**src/rtl/heartbeat_led_sequencer.sv**
```systemverilog
// heartbeat_led_sequencer
//
// Turns the 1 s heartbeat square wave from the clock divider into a status
// blink on a board LED. Every level change of tick_in is one half-second
// step. A latched status code N shows N on/off blinks followed by a pause
// of PAUSE_STEPS off steps. Code 0 gives a plain heartbeat, toggling the LED
// on every step. A watchdog forces the LED solid on when the heartbeat stalls.
//
// Parameters
//   FREQ         system clock frequency in Hz (fallback watchdog limit)
//   TIMEOUT_CYC  clk cycles without a step before tick_lost asserts
//   CODE_W       status code width
//   PAUSE_STEPS  off steps appended after the last blink (>= 1)
//
// Ports
//   clk         system clock
//   rst         asynchronous reset, active-high
//   tick_in     heartbeat square wave, same clock domain
//   code_in     requested status code
//   code_valid  one-cycle strobe capturing code_in into the pending code
//   led         LED drive (registered)
//   busy        blink pattern in progress (registered)
//   step_pulse  one-cycle pulse per detected tick edge (registered)
//   tick_lost   watchdog flag, sticky until the next tick edge (registered)

module heartbeat_led_sequencer #(
  parameter int unsigned FREQ        = 100000000,
  parameter int unsigned TIMEOUT_CYC = FREQ,
  parameter int unsigned CODE_W      = 4,
  parameter int unsigned PAUSE_STEPS = 2
) (
  input  logic              clk,
  input  logic              rst,
  input  logic              tick_in,
  input  logic [CODE_W-1:0] code_in,
  input  logic              code_valid,
  output logic              led,
  output logic              busy,
  output logic              step_pulse,
  output logic              tick_lost
);

  // A zero timeout would make the watchdog meaningless; fall back to one
  // second of clock cycles in that case.
  localparam int unsigned WDOG_LIM  = (TIMEOUT_CYC != 0) ? TIMEOUT_CYC : FREQ;
  localparam logic [31:0] WDOG_MAX  = 32'(WDOG_LIM);
  localparam logic [31:0] WDOG_PRE  = 32'(WDOG_LIM - 1);
  localparam int unsigned PCNT_W    = (PAUSE_STEPS > 1) ? $clog2(PAUSE_STEPS) : 1;
  localparam logic [PCNT_W-1:0] PCNT_INIT = PCNT_W'(PAUSE_STEPS - 1);

  typedef enum logic [1:0] {
    IDLE  = 2'd0,
    ON    = 2'd1,
    OFF   = 2'd2,
    PAUSE = 2'd3
  } state_t;

  state_t            state, state_nxt;
  logic              tick_d;
  logic              step;
  logic              timeout;
  logic [CODE_W-1:0] pend_code;
  logic [CODE_W-1:0] act_code;
  logic [CODE_W-1:0] cnt, cnt_nxt;
  logic [PCNT_W-1:0] pcnt, pcnt_nxt;
  logic [31:0]       wdog;
  logic              led_nxt;
  logic              busy_nxt;

  assign step = tick_in ^ tick_d;

  // A strobe arriving on the same cycle as an IDLE step takes priority over
  // the previously latched code.
  assign act_code = code_valid ? code_in : pend_code;

  // Fires only on the single cycle the counter would reach the limit; once
  // saturated it stays quiet. A simultaneous edge always wins.
  assign timeout = !step && (wdog == WDOG_PRE);

  // Next-state logic: transitions only on steps, watchdog parks in IDLE.
  always_comb begin
    state_nxt = state;
    cnt_nxt   = cnt;
    pcnt_nxt  = pcnt;
    if (step) begin
      case (state)
        IDLE: begin
          if (act_code != '0) begin
            state_nxt = ON;
            cnt_nxt   = act_code;
          end
        end
        ON: begin
          state_nxt = OFF;
          cnt_nxt   = cnt - 1'b1;
        end
        OFF: begin
          if (cnt != '0) begin
            state_nxt = ON;
          end else begin
            state_nxt = PAUSE;
            pcnt_nxt  = PCNT_INIT;
          end
        end
        PAUSE: begin
          if (pcnt != '0) begin
            pcnt_nxt = pcnt - 1'b1;
          end else begin
            state_nxt = IDLE;
          end
        end
        default: state_nxt = IDLE;
      endcase
    end else if (timeout) begin
      state_nxt = IDLE;
    end
  end

  // Output logic: values loaded into the registered outputs.
  always_comb begin
    led_nxt = led;
    if (step) begin
      case (state)
        IDLE:    led_nxt = (act_code == '0) ? ~led : 1'b1;
        ON:      led_nxt = 1'b0;
        OFF:     led_nxt = (cnt != '0);
        PAUSE:   led_nxt = 1'b0;
        default: led_nxt = 1'b0;
      endcase
    end else if (timeout) begin
      led_nxt = 1'b1;
    end
    busy_nxt = (state_nxt != IDLE);
  end

  // Register stage: edge detect, FSM, watchdog and registered outputs.
  always_ff @(posedge clk or posedge rst) begin
    if (rst) begin
      state      <= IDLE;
      tick_d     <= 1'b0;
      pend_code  <= '0;
      cnt        <= '0;
      pcnt       <= '0;
      wdog       <= '0;
      led        <= 1'b0;
      busy       <= 1'b0;
      step_pulse <= 1'b0;
      tick_lost  <= 1'b0;
    end else begin
      state      <= state_nxt;
      tick_d     <= tick_in;
      cnt        <= cnt_nxt;
      pcnt       <= pcnt_nxt;
      led        <= led_nxt;
      busy       <= busy_nxt;
      step_pulse <= step;
      if (code_valid) begin
        pend_code <= code_in;
      end
      if (step) begin
        wdog <= '0;
      end else if (wdog != WDOG_MAX) begin
        wdog <= wdog + 32'd1;
      end
      if (step) begin
        tick_lost <= 1'b0;
      end else if (timeout) begin
        tick_lost <= 1'b1;
      end
    end
  end

endmodule

```
**config.mk**
```make
export PLATFORM = sky130hd
export DESIGN_NAME = heartbeat_led_sequencer
export DESIGN_NICKNAME = d
export VERILOG_FILES = /design/src/rtl/heartbeat_led_sequencer.sv
export SDC_FILE = /design/constraint.sdc
export NUM_CORES = 1
export LEC_CHECK = 0
export CELL_PAD_IN_SITES_DETAIL_PLACEMENT = 1
export CELL_PAD_IN_SITES_GLOBAL_PLACEMENT = 1
export CORE_AREA = 2 2 81 83
export DETAILED_ROUTE_END_ITERATION = 8
export DIE_AREA = 0 0 83 85
export PLACE_DENSITY_LB_ADDON = 0.12
export SLEW_MARGIN = 20
export SYNTH_ARGS = -nofsm -noshare
export SYNTH_HDL_FRONTEND = slang
export SYNTH_SLANG_ARGS = --single-unit
```
**constraint.sdc**
```tcl
create_clock -name clk -period 1.69 [get_ports clk]
set_input_delay 0.2535 -clock clk [delete_from_list [all_inputs] [get_ports clk]]
set_output_delay 0.2535 -clock clk [all_outputs]
set_load 0.02 [all_outputs]
```
Word-level counts from Yosys, hierarchy flattened
Cells that the tools add are included.

storage, ports and cells
  logic and storage cells = 55
  register bits = 48
  output and inout bits = 4
  input bits = 8

operators by class
  add/sub/neg operators = 3
  reductions and logical operators = 14
  bitwise logic cells = 2
  multiplexer cells = 19
  eq/ne operators = 7

operators with widths
  kind                                                                       count
  32-bit two-way mux                                                         2
  32-bit by 1-bit adder with 32-bit output, second input constant            1
  32-bit by 27-bit == test with 1-bit output, second input constant          1
  32-bit by 27-bit inequality test with 1-bit output, second input constant  1
  2-bit two-way mux                                                          5
  2-bit nonzero test                                                         5
  4-bit two-way mux                                                          2
  2-bit one-hot mux with 4 select lines                                      1
  4-bit one-hot mux with 2 select lines                                      1
  4-bit nonzero test                                                         2
  1-bit two-way mux                                                          6
  3-bit AND reduction                                                        2
  2-bit == test, second input constant                                       2
  4-bit zero test                                                            1
  2-bit inequality test, second input constant                               2
  4-bit by 1-bit subtractor with 4-bit output, second input constant         1
  1-bit one-hot mux with 3 select lines                                      1
  2-bit by 1-bit == test with 1-bit output, second input constant            1
  2-bit zero test                                                            1
  1-bit one-hot mux with 2 select lines                                      1
  2-bit OR reduction                                                         1
  1-bit logical AND                                                          1
  1-bit zero test                                                            1
  1-bit NOT                                                                  1
  2 further kinds                                                            2

Longest topological paths before layout
Gate-level depths: netlist of the first run.

  depth after elaboration = 6
  mapped depth = 6
  mapped depth without buffers = 6

Worst setup path before layout of the first run
OpenSTA, ideal clock, no wires.

  kind = reg-to-reg
  start point = register wdog[0]
  end point = register wdog[18]
  path buffers = 1
  data required time = 1.612 ns
  path slack = 0.037 ns
  stages on the path, launching flop included = 7
  arrival = 1.575 ns
  path through = dfrtp_1 > ha_1 > and3_1 > buf_2 > nand3_4 > or4_1 > a21oi_1

between the ends
  longest elaborated chain between the ends = 3
  elaborated cells on any way between the ends = 5
  those cells by class = add/sub (1); eq/ne (1); mux (2); reduce/logical (1)

RTL lines
  element                                   RTL line  source
  start: declaration                        66        logic [31:0] wdog;
  start signal: assignment                  163       wdog <= wdog + 32'd1;
  32-bit by 1-bit adder with 32-bit output  163
  32-bit two-way mux                        162       end else if (wdog != WDOG_MAX) begin
  32-bit two-way mux                        160       if (step) begin

Several ways; a longest one is shown, not always the timed one. The select of a mux whose other input is x is not followed.
A chain may end at the register's enable or synchronous reset.

Final worst setup path of the first run
  start point = register wdog[17]
  end point = register led

between the ends
  longest elaborated chain between the ends = 3

RTL lines
  element                                     RTL line  source
  32-bit by 27-bit == test with 1-bit output  78        assign timeout = !step && (wdog == WDOG_PRE);
  1-bit logical AND                           78
  2-bit nonzero test (no source line)         --
  end signal: assignment                      154       led <= led_nxt;
  end: declaration                            37        output logic led,

Every way passes these cells.

==> run_results.csv, run 1 <==
group,metric,value,unit
sta,finalHoldViolCount,0,
synthesis,yosysSeqAreaShare,45.9,%
cts,clockBufferDepth,2,
floorplanning,initial_core_util,42.1,%
placed_design,pre_cts_ws,-421,ps
cts,clk_pin_slew,100,ps
cts,cts_inserted_buffers,5,
route,dr.pass1.iters,5,
synthesis,synth_edf_count,0,
critical_path,critPathArrivalTime,1910,ps
synthesis,synth.distinct_cells,47,
final_layout,final_cell_mix,"buf_4, dfrtp_1, nand2_1",
placed_design,gp_congestion,0.823,
floorplanning,num_io_pins,12,
critical_path,startpoint_type,"flip-flop",
cts,postCtsHoldBufs,0,
synthesis,synth_area_leaders,"dfrtp_1, a21oi_1, nand2_1, or4_1, xor2_1",
final_layout,layout_commonest_cell,"buf_4",
sta,setup_violations,0,
cts,worstSkewPairLatency,310,ps
route,vias,2322,
sta,timing.final.ws_setup,17.1,ps
synthesis,ys_warn_count,0,
sta,tightest_slew,400,ps
global_routing,grt.total_usage,21.4,%
critical_path,cp-startpoint,"wdog[17]$_DFFE_PP0P_",
route,ant_nets,0,
final_layout,utilization,55.6,%
critical_path,end_kind,"flip-flop",
placed_design,placedCellCount,385,
final_layout,area_delta_synth_final,32.0,%
cts,cts_tree,"done",
route,drt-initial-drc-count,94,
job,cap_violations,0,
global_routing,grt_max_degree,49,
sta,fin_crit,1670,ps
synthesis,ys_ff_latch,48,
pwr,p_per_area,877,nW/um^2
route,drc,0,
synthesis,synthesis.nets,280,
synthesis,netlist_area,2620,sq um
sta,max_slew_margin,72.9,%
floorplanning,dieArea,7060,sq um
final_layout,layout.area.seq,1210,sq um
global_routing,antenna_found_initial,0,
sta,hold_slack,290,ps
final_layout,nFillCells,690,
outcome,status,"finished, final reports clean",
placed_design,numPortBuffers,11,
floorplanning,coreArea,6200,sq um
floorplanning,die_w,83,um
route,avgRoutedWirePerCell,18.5,um
floorplanning,die_h,85,um
cts,clock-sinks,48,
cts,ctsHtreeMaxLevel,2,
final_layout,layout.cell_area.non_filler,3450,sq um
final_layout,num_antenna_cells,0,
sta,fmax,598,MHz
critical_path,cp_data_required_time,1930,ps
sta,maxSlewViolCount,0,
pwr,p_leak,1.43,nW
floorplanning,num_rows,29,
final_layout,multi_input_area,1470,sq um
critical_path,critPathMaxFanout,5,
synthesis,avgSynthCellArea,9.76,sq um
synthesis,syn_inst,268,
synthesis,synth_top_area_share,45.9,%
final_layout,nets,337,
global_routing,grt_overflow,0,
synthesis,synth_top_cell_by_area,"dfrtp_1",
route,avgViaCountPerCell,5.76,
cts,cts_root_buf,"clkbuf_8",
critical_path,worstReg2RegEnd,"led$_DFFE_PP0P_",
route,drt-total-wl,7.46,mm
placed_design,hpwl,4.82,mm
synthesis,ys_async_sr_fraction,100,%
critical_path,rr_startpoint,"wdog[17]$_DFFE_PP0P_",
placed_design,place_area,3110,sq um
pwr,max-vdd-ir-drop,0.443,mV
sta,post-route-period-util,99.0,%
sta,clock_skew,11.1,ps
final_layout,fin_cells,403,
critical_path,ff2ff_path_depth,6,
final_layout,drive_gt1_share,32.2,%
global_routing,grt_pass1_wl,12.3,mm
global_routing,grt_pass1_vias,2468,
critical_path,r2r_slack,20,ps
hold_path,min_path_type,"input port to asynchronous set/reset pin",
synthesis,synth_flop_cell,"dfrtp_1",
sta,rsz0062_at_grt,"true",
critical_path,path_class,"flip-flop to flip-flop",
## Yosys cell counts (4+ instances only)
master	n
dfrtp_1	48
xor2_1	8
nor4_1	4
mux2i_1	6
nor2_1	15
ha_1	4
and2_1	7
nand2_1	21
buf_2	6
clkbuf_1	5
o21ai_0	13
nand4_1	11
o31ai_1	9
or4_1	10
nand3_1	11
and4_1	7
mux2_2	4
inv_1	10
a21oi_1	16
or3_1	5
nand2b_1	6
## worst max path at each step
stage               slack (ps)                    to
floorplan                   40  wdog[18]$_DFFE_PP0P_
global placement          -330    cnt[0]$_DFFE_PP0P_
detailed placement        -420    cnt[0]$_DFFE_PP0P_
CTS                        -30    cnt[0]$_DFFE_PP0P_
global route              -100   wdog[1]$_DFFE_PP0P_
finish                      20       led$_DFFE_PP0P_
## per-stage QoR
step                setup TNS, ps  power, mW
floorplan                       0       1.85
global placement            -2140       2.11
detailed placement          -2660       2.16
CTS                         -56.9       3.03
global route                 -706       3.20
finish                          0       3.03
## power by group
group | internal [mW] | total [mW] | leakage, nW | switching (mW)
clock | 0.439 | 0.849 | 0.0541 | 0.411
combinational | 0.358 | 0.772 | 0.751 | 0.414
sequential | 1.27 | 1.41 | 0.627 | 0.133
total | 2.07 | 3.03 | 1.43 | 0.958
## flip-flops by register name (all words and copies together), names as in the netlist
| name | count |
|---|---|
| pend_code | 4 |
| cnt | 4 |
| busy | 1 |
| state | 2 |
| led | 1 |
| tick_lost | 1 |
| tick_d | 1 |
| wdog | 32 |
| pcnt | 1 |
| step_pulse | 1 |
## final cells by class
type	count	area share [%]
well taps	77	2.79
clock inverters	3	1.23
multi-input cells	198	42.6
clock buffers	5	1.99
flip-flops and latches	48	35.0
inverters	10	1.09
repair buffers	62	15.3
## cells by family after synthesis
group / synth area share, %
muxes: 4.02
DFF: 45.9
AOI/OAI and AO/OA: 13.8
adders and majority gates: 1.91
buffers and inverters: 3.88
and+or+nand+nor: 26.7
xor gates and xnor gates: 3.68
## layer usage
layer	vias to the layer above	track usage, %	share of wire (%)
met4	0	7.30	2.0
met3	16	3.02	2.7
met1	1160	27.8	44
met2	42	37.1	51
met5	-	0	0
li1	1104	-	-
## worst max-delay path, stage by stage, from the launching register on
cell,delay [ps]
dfrtp_1,400
buf_4,160
nor4b_2,280
nand4_1,240
nor3_2,220
buf_4,170
a2bb2oi_1,150
## repair_timing
item / 4_1_cts / 5_1_grt
resized for setup: 18 / 30
buffers inserted: 5 / 4
endpoints found under the setup margin: 17 / 26
pin swaps: 4 / 13
cloned: 1 / 0
Note: power is estimated with default switching activity, not from simulation.
==> inputs of run 2 (changes only) <==
--- a/config.mk
+++ b/config.mk
@@ -10,7 +10,7 @@
 export CORE_AREA = 2 2 81 83
 export DETAILED_ROUTE_END_ITERATION = 8
 export DIE_AREA = 0 0 83 85
-export PLACE_DENSITY_LB_ADDON = 0.12
+export PLACE_DENSITY_LB_ADDON = 0.1
 export SLEW_MARGIN = 20
 export SYNTH_ARGS = -nofsm -noshare
 export SYNTH_HDL_FRONTEND = slang
==> run 2 against run 1 <==
Sequential power is essentially flat. The flow now finishes with violations (negative setup slack). Clock power up 1%. Largest power group unchanged. Hold slack better by 13 ps. Worst setup slack got worse by 50 ps.
==> run_results.csv, run 2 (synthesis gave the netlist of run 1 again) <==
group,metric,value,unit
outcome,status,"finished, violations left",
outcome,violations,"negative setup slack",
critical_path,startpoint_type,"flip-flop",
final_layout,top_regs,"wdog: 32 flops, cnt: 4 flops, pend_code: 4 flops",
pwr,p_leak,1.44,nW
global_routing,grt.total_usage,21.2,%
critical_path,critPathArrivalTime,1960,ps
critical_path,cp_data_required_time,1930,ps
final_layout,utilization,55.9,%
route,avgViaCountPerCell,5.75,
floorplanning,num_io_pins,12,
route,drc,0,
critical_path,critPathMaxFanout,8,
sta,timing.final.ws_setup,-32.5,ps
critical_path,ff2ff_path_depth,5,
final_layout,area_delta_synth_final,32.5,%
floorplanning,die_w,83,um
global_routing,grt_max_degree,49,
final_layout,regMostFlops,"wdog",
floorplanning,coreArea,6200,sq um
sta,clock_skew,12.6,ps
sta,max_slew_margin,74.9,%
pwr,p_sw,959,uW
final_layout,nFillCells,690,
sta,finalHoldViolCount,0,
cts,ctsHtreeMaxLevel,2,
pwr,p_per_area,873,nW/um^2
pwr,p_sw_share,31.7,%
sta,rsz0062_at_grt,"true",
critical_path,worstReg2RegEnd,"wdog[17]$_DFFE_PP0P_",
final_layout,layout_commonest_cell,"buf_4",
pwr,pwr-share-clk,28.4,%
cts,cts_inserted_buffers,5,
cts,clockBufferDepth,2,
critical_path,r2r_slack,-30,ps
final_layout,num_antenna_cells,0,
route,ant_nets,0,
cts,worstSkewPairLatency,310,ps
critical_path,path_class,"flip-flop to flip-flop",
cts,clk_pin_slew,100,ps
final_layout,largest_reg_flops,32,
global_routing,grt_pass1_wl,12.0,mm
placed_design,gp_congestion,0.811,
final_layout,fin_cells,407,
global_routing,grt_pass1_vias,2454,
final_layout,nets,341,
pwr,power.internal,2.07,mW
sta,post-route-period-util,102,%
sta,fmax,581,MHz
sta,hold_slack,303,ps
critical_path,end_kind,"flip-flop",
pwr,max-vdd-ir-drop,0.444,mV
placed_design,numPortBuffers,11,
cts,clock-sinks,48,
global_routing,antenna_found_initial,0,
pwr,p_comb_share,25.3,%
route,drt-total-wl,7.31,mm
pwr,power_frac_seq,46.3,%
cts,cts_tree,"done",
route,vias,2339,
critical_path,rr_startpoint,"wdog[0]$_DFFE_PP0P_",
global_routing,grt_overflow,0,
job,cap_violations,0,
placed_design,placedCellCount,385,
hold_path,min_path_type,"input port to asynchronous set/reset pin",
floorplanning,num_rows,29,
route,avgRoutedWirePerCell,18.0,um
floorplanning,die_h,85,um
route,drt-initial-drc-count,87,
cts,cts_root_buf,"clkbuf_8",
sta,fin_crit,1720,ps
floorplanning,dieArea,7060,sq um
placed_design,hpwl,4.71,mm
route,dr.pass1.iters,4,
sta,tightest_slew,372,ps
floorplanning,initial_core_util,42.1,%
final_layout,drive_gt1_share,31.5,%
sta,maxSlewViolCount,0,
sta,setup_violations,3,
final_layout,final_cell_mix,"buf_4, dfrtp_1, nand2_1",
-- run 2: cell types whose count changed in the layout (fill, tap and decap cells not counted), sizes merged --
| cell | previous run | this run |
|---|---|---|
| buf | 51 | 55 |
-- run 2: power by group through the flow --
stage | combinational (mW) | clock [mW] | sequential, mW
3_5_place_dp | 0.720 | 0 | 1.42
6_report | 0.764 | 0.860 | 1.40
5_1_grt | 0.850 | 0.919 | 1.43
3_3_place_gp | 0.688 | 0 | 1.42
4_1_cts | 0.732 | 0.883 | 1.40
2_1_floorplan | 0.443 | 0 | 1.41
-- run 2: through the flow --
step	worst slack (ps)	power, mW	instance area (sq um)	setup TNS [ps]
floorplan	37.4	1.85	2620	0
global placement	-328	2.11	3090	-2320
detailed placement	-409	2.14	3090	-3090
CTS	-40.9	3.01	3260	-80.5
global route	-97.9	3.19	3470	-1260
finish	-32.5	3.02	3470	-68.0
-- run 2: how the worst max path moves through the flow --
stage | cells past startpoint | to | start | slack [ps]
2_1_floorplan | 6 | wdog[18]$_DFFE_PP0P_ | wdog[0]$_DFFE_PP0P_ | 40
3_3_place_gp | 5 | cnt[2]$_DFFE_PP0P_ | code_valid | -330
6_report | 5 | wdog[17]$_DFFE_PP0P_ | wdog[0]$_DFFE_PP0P_ | -30
5_1_grt | 5 | wdog[17]$_DFFE_PP0P_ | wdog[0]$_DFFE_PP0P_ | -100
3_5_place_dp | 5 | cnt[1]$_DFFE_PP0P_ | code_valid | -410
4_1_cts | 7 | led$_DFFE_PP0P_ | wdog[0]$_DFFE_PP0P_ | -40
-- run 2: layer usage --
layer  GRT usage [%]  vias up  wire (um)
li1                -     1120          -
met1            26.9     1191       3320
met2            36.8       21       3730
met3            3.89        7        133
met4            6.71        0        126
met5               0        -          0
-- run 2: repair_timing --
item                                   CTS  global route
setup buffers                            3             9
endpoints found under the hold margin    0             0
resized for setup                       11            30
setup endpoints to repair               23            28
gates cloned                             1             1
pin swaps                                4            14
hold buffers                             0             0
-- run 2: critical path, stage by stage, from the launching register on --
cell and delay (ps):
dfrtp_1 410, buf_4 140, and4_4 300, nand3_4 150
or4_1 510, a21oi_1 150
-- run 2: cell type report --
cell class	count	area (sq um)	area share [%]
well taps	77	96.3	2.78
clock inverters	3	42.5	1.23
repair buffers	66	547	15.8
multi-input cells	198	1470	42.5
inverters	10	37.5	1.08
flip-flops and latches	48	1200	34.7
clock buffers	5	68.8	1.99
